===== config.mk =====
export PLATFORM = sky130hd
export DESIGN_NAME = dest_writeback_tracker_flat
export DESIGN_NICKNAME = d
export VERILOG_FILES = /design/src/rtl/dest_writeback_tracker_if.sv /design/src/rtl/dest_writeback_tracker.sv /design/src/flat_wrapper.sv
export SDC_FILE = /design/constraint.sdc
export NUM_CORES = 1
export LEC_CHECK = 0
export ABC_AREA = 1
export BUFFER_PORTS_ARGS = -buffer_cell sky130_fd_sc_hd__buf_2
export CELL_PAD_IN_SITES_DETAIL_PLACEMENT = 1
export CELL_PAD_IN_SITES_GLOBAL_PLACEMENT = 1
export CORE_ASPECT_RATIO = 0.6
export CORE_MARGIN = 2
export CORE_UTILIZATION = 31
export DETAILED_ROUTE_END_ITERATION = 8
export GPL_TIMING_DRIVEN = 0
export PLACE_DENSITY = 0.87
export SETUP_SLACK_MARGIN = 0.1
export SLEW_MARGIN = 40
export SYNTH_ARGS = -nofsm -noshare
export SYNTH_HDL_FRONTEND = slang
export SYNTH_SLANG_ARGS = --single-unit

===== constraint.sdc =====
create_clock -name clk -period 1.66 [get_ports clk]
set_input_delay 0.249 -clock clk [delete_from_list [all_inputs] [get_ports clk]]
set_output_delay 0.249 -clock clk [all_outputs]
set_load 0.05 [all_outputs]

===== src/rtl/dest_writeback_tracker_if.sv =====
// ID/EXE boundary signals for dest_writeback_tracker: ID-side controls in,
// stage tags, pending mask, in-flight count and drain status out.
interface dest_writeback_tracker_if #(
   parameter int REG_W = 4
);
   logic [REG_W-1:0]      id_dest;
   logic                  id_wb_en;
   logic                  freeze;
   logic                  flush;
   logic                  mem_ready;
   logic                  drain_req;
   logic [REG_W-1:0]      exe_dest;
   logic [REG_W-1:0]      mem_dest;
   logic [REG_W-1:0]      wb_dest;
   logic                  exe_wb_en;
   logic                  mem_wb_en;
   logic                  wb_wb_en;
   logic [2**REG_W-1:0]   pending;
   logic [1:0]            in_flight;
   logic                  drained;

   modport master (
      output id_dest, id_wb_en, freeze, flush, mem_ready, drain_req,
      input  exe_dest, mem_dest, wb_dest, exe_wb_en, mem_wb_en, wb_wb_en,
             pending, in_flight, drained
   );

   modport slave (
      input  id_dest, id_wb_en, freeze, flush, mem_ready, drain_req,
      output exe_dest, mem_dest, wb_dest, exe_wb_en, mem_wb_en, wb_wb_en,
             pending, in_flight, drained
   );
endinterface


===== src/rtl/dest_writeback_tracker.sv =====
// Tracks {dest, wb_en} of instructions in EXE/MEM(/WB) with stall, flush,
// memory-wait and drain handling. Define DEST_TRACK_WB_STAGE_EN to track WB.
//
// state    | meaning
// ST_RUN   | normal issue; drain_req starts a drain
// ST_DRAIN | issue blocked until tracked stages hold only bubbles
// ST_DONE  | one-cycle drained pulse, issue still blocked
module dest_writeback_tracker #(
   parameter int REG_W = 4
) (
   input  logic                        clk,
   input  logic                        rst,
   dest_writeback_tracker_if.slave     bus
);
   typedef enum logic [1:0] {ST_RUN, ST_DRAIN, ST_DONE} state_t;

   state_t           state_q, state_d;
   logic             issue_block;
   logic             stages_empty_d;
   logic [REG_W-1:0] exe_dest_q, exe_dest_d, mem_dest_q, mem_dest_d;
   logic             exe_en_q, exe_en_d, mem_en_q, mem_en_d;
`ifdef DEST_TRACK_WB_STAGE_EN
   logic [REG_W-1:0] wb_dest_q, wb_dest_d;
   logic             wb_en_q, wb_en_d;
`endif

   always_comb begin
      state_d     = state_q;
      issue_block = (state_q != ST_RUN);
      exe_dest_d  = exe_dest_q;
      exe_en_d    = exe_en_q;
      mem_dest_d  = mem_dest_q;
      mem_en_d    = mem_en_q;
`ifdef DEST_TRACK_WB_STAGE_EN
      wb_dest_d   = wb_dest_q;
      wb_en_d     = wb_en_q;
`endif
      if (bus.mem_ready) begin
`ifdef DEST_TRACK_WB_STAGE_EN
         wb_dest_d  = mem_dest_q;
         wb_en_d    = mem_en_q;
`endif
         mem_dest_d = exe_dest_q;
         mem_en_d   = exe_en_q;
         if (bus.freeze || bus.flush || issue_block) begin
            exe_dest_d = '0;
            exe_en_d   = 1'b0;
         end else begin
            exe_dest_d = bus.id_dest;
            exe_en_d   = bus.id_wb_en;
         end
      end

      stages_empty_d = (exe_dest_d == '0) && !exe_en_d &&
                       (mem_dest_d == '0) && !mem_en_d;
`ifdef DEST_TRACK_WB_STAGE_EN
      stages_empty_d = stages_empty_d && (wb_dest_d == '0) && !wb_en_d;
`endif

      // The drain FSM freezes together with the back end during a memory wait.
      if (bus.mem_ready) begin
         case (state_q)
            ST_RUN:   if (bus.drain_req) state_d = ST_DRAIN;
            ST_DRAIN: if (stages_empty_d) state_d = ST_DONE;
            ST_DONE:  state_d = ST_RUN;
            default:  state_d = ST_RUN;
         endcase
      end
   end

   always_ff @(posedge clk) begin
      if (!rst) begin
         state_q    <= ST_RUN;
         exe_dest_q <= '0;
         exe_en_q   <= 1'b0;
         mem_dest_q <= '0;
         mem_en_q   <= 1'b0;
`ifdef DEST_TRACK_WB_STAGE_EN
         wb_dest_q  <= '0;
         wb_en_q    <= 1'b0;
`endif
      end else begin
         state_q    <= state_d;
         exe_dest_q <= exe_dest_d;
         exe_en_q   <= exe_en_d;
         mem_dest_q <= mem_dest_d;
         mem_en_q   <= mem_en_d;
`ifdef DEST_TRACK_WB_STAGE_EN
         wb_dest_q  <= wb_dest_d;
         wb_en_q    <= wb_en_d;
`endif
      end
   end

   always_comb begin
      bus.pending = '0;
      if (exe_en_q) bus.pending[exe_dest_q] = 1'b1;
      if (mem_en_q) bus.pending[mem_dest_q] = 1'b1;
`ifdef DEST_TRACK_WB_STAGE_EN
      if (wb_en_q)  bus.pending[wb_dest_q]  = 1'b1;
`endif
   end

`ifdef DEST_TRACK_WB_STAGE_EN
   assign bus.in_flight = {1'b0, exe_en_q} + {1'b0, mem_en_q} + {1'b0, wb_en_q};
   assign bus.wb_dest   = wb_dest_q;
   assign bus.wb_wb_en  = wb_en_q;
`else
   assign bus.in_flight = {1'b0, exe_en_q} + {1'b0, mem_en_q};
   assign bus.wb_dest   = '0;
   assign bus.wb_wb_en  = 1'b0;
`endif

   assign bus.exe_dest  = exe_dest_q;
   assign bus.exe_wb_en = exe_en_q;
   assign bus.mem_dest  = mem_dest_q;
   assign bus.mem_wb_en = mem_en_q;
   assign bus.drained   = (state_q == ST_DONE);
endmodule


===== src/flat_wrapper.sv =====
// flat-port wrapper written by rule: the top's interface ports become plain ports
module dest_writeback_tracker_flat 
#(
   parameter int REG_W = 4
)
  (clk, rst, bus_id_dest, bus_id_wb_en, bus_freeze, bus_flush, bus_mem_ready, bus_drain_req, bus_exe_dest, bus_mem_dest, bus_wb_dest, bus_exe_wb_en, bus_mem_wb_en, bus_wb_wb_en, bus_pending, bus_in_flight, bus_drained);
  dest_writeback_tracker_if #(.REG_W(REG_W)) bus_i ();
  input  logic clk;
  input  logic rst;
  input wire logic [$bits(bus_i.id_dest)-1:0] bus_id_dest;
  input wire logic [$bits(bus_i.id_wb_en)-1:0] bus_id_wb_en;
  input wire logic [$bits(bus_i.freeze)-1:0] bus_freeze;
  input wire logic [$bits(bus_i.flush)-1:0] bus_flush;
  input wire logic [$bits(bus_i.mem_ready)-1:0] bus_mem_ready;
  input wire logic [$bits(bus_i.drain_req)-1:0] bus_drain_req;
  output wire logic [$bits(bus_i.exe_dest)-1:0] bus_exe_dest;
  output wire logic [$bits(bus_i.mem_dest)-1:0] bus_mem_dest;
  output wire logic [$bits(bus_i.wb_dest)-1:0] bus_wb_dest;
  output wire logic [$bits(bus_i.exe_wb_en)-1:0] bus_exe_wb_en;
  output wire logic [$bits(bus_i.mem_wb_en)-1:0] bus_mem_wb_en;
  output wire logic [$bits(bus_i.wb_wb_en)-1:0] bus_wb_wb_en;
  output wire logic [$bits(bus_i.pending)-1:0] bus_pending;
  output wire logic [$bits(bus_i.in_flight)-1:0] bus_in_flight;
  output wire logic [$bits(bus_i.drained)-1:0] bus_drained;
  assign bus_i.id_dest = bus_id_dest;
  assign bus_i.id_wb_en = bus_id_wb_en;
  assign bus_i.freeze = bus_freeze;
  assign bus_i.flush = bus_flush;
  assign bus_i.mem_ready = bus_mem_ready;
  assign bus_i.drain_req = bus_drain_req;
  assign bus_exe_dest = bus_i.exe_dest;
  assign bus_mem_dest = bus_i.mem_dest;
  assign bus_wb_dest = bus_i.wb_dest;
  assign bus_exe_wb_en = bus_i.exe_wb_en;
  assign bus_mem_wb_en = bus_i.mem_wb_en;
  assign bus_wb_wb_en = bus_i.wb_wb_en;
  assign bus_pending = bus_i.pending;
  assign bus_in_flight = bus_i.in_flight;
  assign bus_drained = bus_i.drained;
  dest_writeback_tracker #(.REG_W(REG_W)) u_core (.clk(clk), .rst(rst), .bus(bus_i));
endmodule

==> summary.txt <==
Clocking
  – CTS buffer count: 3
  – CTS tree: yes
  – Clk root buf: clkbuf_8
  – Post-CTS Hold Fix Bufs: 0
  – CTS clk-pin slew, worst paths: 60 ps
  – Clock latency on the worst-skew pair: 260 ps
  – Sink Count: 12
  – CTS Buffer Depth: 2
  – H-Tree Depth: 1

Yosys
  – Top post-synthesis cells by area: dfxtp_1 (26%), nand2_1 (17%), nand3_1 (10%)
  – Largest area contributor in the netlist: dfxtp_1
  – Warnings, synthesis: 0
  – Avg Cell Area, Syn: 5.807 um2
  – Post-Syn Instances: 159
  – Register bit total from synthesis: 12
  – Synthesized cell area: 923.4 um2
  – Number of distinct library cells after synthesis: 21
  – Register area share after synthesis: 26.02%
  – Area share of the largest cell type after synthesis: 26.02%

Global routing
  – First-pass GRT wire length: 6789 um
  – Vias in the first global route: 1311
  – Tot GR Track Use: 28.05%
  – Met3 Use GR: 9.409%
  – GR peak layer: met2
  – Initial antenna violation count: 0
  – Pin count of the biggest net entering global routing: 11
  – GR Util met2: 47.79%
  – Met1 Resource Use GR: 34.03%
  – GRT overflow: 0

Detailed routing
  – Vias: 1378
  – Initial DRC count: 130
  – DR pass1 iterations: 4
  – DR WL/cell: 21.06 um
  – Post-Route WL: 5348 um
  – Drt via density: 5.425
  – DRC: 0
  – Post-route ant nets: 0

STA
  – Final Max Slew Viols: 0
  – Setup repair after global routing missed its margin: true
  – Period utilization: 102.4%
  – Setup TNS: -119.3 ps
  – Final clock skew: 8.218 ps
  – Final worst setup slack: -40.58 ps
  – Fin. Hold Viols: 0
  – Maximum clock rate: 588.0 MHz
  – Fin crit period: 1701 ps
  – Worst Tran Pin Value: 650.4 ps
  – Final setup violation count: 3
  – Rel. slew slack: 56.64%

Critical path
  – Setup crit start kind: flop
  – Setup CP Type: reg2out
  – Crit path DAT: 1450 ps
  – CP max FO: 4
  – Setup crit end kind: primary output
  – Critical path required time: 1410 ps

Die
  – Die Ht: 46.28 um
  – Die Footprint: 0.003446 mm2
  – Initial core utilization: 32.37%
  – Site row count: 15
  – Core area: 0.002853 mm2
  – I/O pin count: 45
  – Die width: 74.46 um

Power
  – Clock network fraction of design power: 35.2%
  – Leakage: 0.7798 nW
  – Sequential share of power: 37.3%
  – P_int: 513.3 uW
  – Peak VDD IR: 405.5 uV
  – Pwr Total: 815.6 uW
  – Net Sw Power: 302.3 uW
  – Sw Share: 37.07%
  – Combinational power share: 27.5%
  – PwrDens: 470.3 mW/mm2

Layout
  – Fillers: 362
  – Commonest non-fill, non-tap cells in the layout: nand2_1 (28), buf_2 (23), buf_6 (18)
  – Fin area: 0.001734 mm2
  – Post-Layout Cell Count: 254
  – Layout cells sized above 1: 64.62%
  – Commonest non-fill, non-tap cell in the layout: nand2_1
  – Area growth syn-to-layout: 87.80%
  – # nets final: 225
  – # diodes: 0

Place
  – Cells after DPL: 244
  – Input/output buffers: 39
  – Area after DPL: 0.001349 mm2
  – Gp weighted congestion: 0.7640
  – DP HPWL: 2810 um

Outcome
  – Failing checks: negative setup slack
  – Outcome: finished, violations left

Run
  – Max Cap Violations: 0

Hold path
  – Hold/Removal Path Class: in2reg
## worst max-delay path: stages (launching register included)
cell and delay (ps):
dfxtp_4 350, buf_6 100, inv_4 40, nor3_4 270
nand2_2 140, o31ai_4 100, buf_6 200
## layer usage
metal  up-vias  wire (um)
met5         -          0
met4         0        210
met2        98       2610
li1        603          -
met3        20        552
met1       657       1975
## path summary, 6_finish.rpt
kind                   startpoint                   end  slack (ps)  depth (start not counted)
max          u_core.bus.exe_wb_en       bus_pending[13]         -40                          6
min                           rst  u_core.bus.mem_wb_en         270                          3
max reg2reg  u_core.bus.exe_wb_en     u_core.state_q[0]         140                         12
min reg2reg     u_core.state_q[1]     u_core.state_q[1]         520                          2
## Yosys cell counts
master and n:
buf_6 1, ha_1 1, buf_4 5, nand3_1 19, clkbuf_1 1, nand2_2 4
nor3_1 2, dfxtp_1 12, conb_1 1, inv_1 21, nor2_1 18, a21oi_2 2
o31ai_1 4, a21oi_1 4, o21ai_1 7, o21ai_0 8, nor2_2 1, nor2_4 1
buf_2 1, inv_2 4, nand2_1 42
## cell families after synthesis
| group | synth area share, % |
|---|---|
| compound gates | 15.45 |
| fa+ha+maj | 1.355 |
| buf+inv | 16.40 |
| flops | 26.02 |
| other cells | 0.4061 |
| simple gates | 40.38 |
## registers in the layout, indices dropped and copies added (netlist names)
name / count
u_core.bus.mem_dest: 4
u_core.bus.mem_wb_en: 1
u_core.bus.exe_wb_en: 1
u_core.bus.exe_dest: 4
u_core.state_q: 2
## final cells by class
type	count	area [um2]	area share (%)
Clock buffer	3	41.29	2.381
Inverter	25	103.9	5.988
Tap cell	42	52.55	3.030
Clock inverter	1	3.754	0.2165
Timing Repair Buffer	45	340.3	19.62
Buffer	8	63.81	3.680
Sequential cell	12	277.8	16.02
Multi-Input combinational cell	118	850.8	49.06
## metrics by stage
step / utilization, % / setup WS [ps] / hold WS [ps]
5_1_grt: 60.79 / -80.79 / 287.3
3_3_place_gp: 47.28 / -48.91 / 512.1
6_report: 60.79 / -40.58 / 266.1
2_1_floorplan: - / 54.88 / 388.1
4_1_cts: 55.88 / 17.49 / 261.1
3_5_place_dp: 47.28 / -114.3 / 527.3
## timing repair
item | in CTS | in global routing
endpoints found under the setup margin | 16 | 18
gates resized for setup | 56 | 38
setup buffers | 3 | 4
pin swaps | 2 | 9
## power by group through the flow
stage,clock network (mW),logic (mW),registers [mW]
after floorplan,0,0.116,0.329
after global placement,0,0.169,0.313
after detailed placement,0,0.176,0.314
after CTS,0.290,0.187,0.306
after global routing,0.299,0.236,0.306
final,0.287,0.224,0.304
No activity file was read; power rests on OpenSTA's default activity.
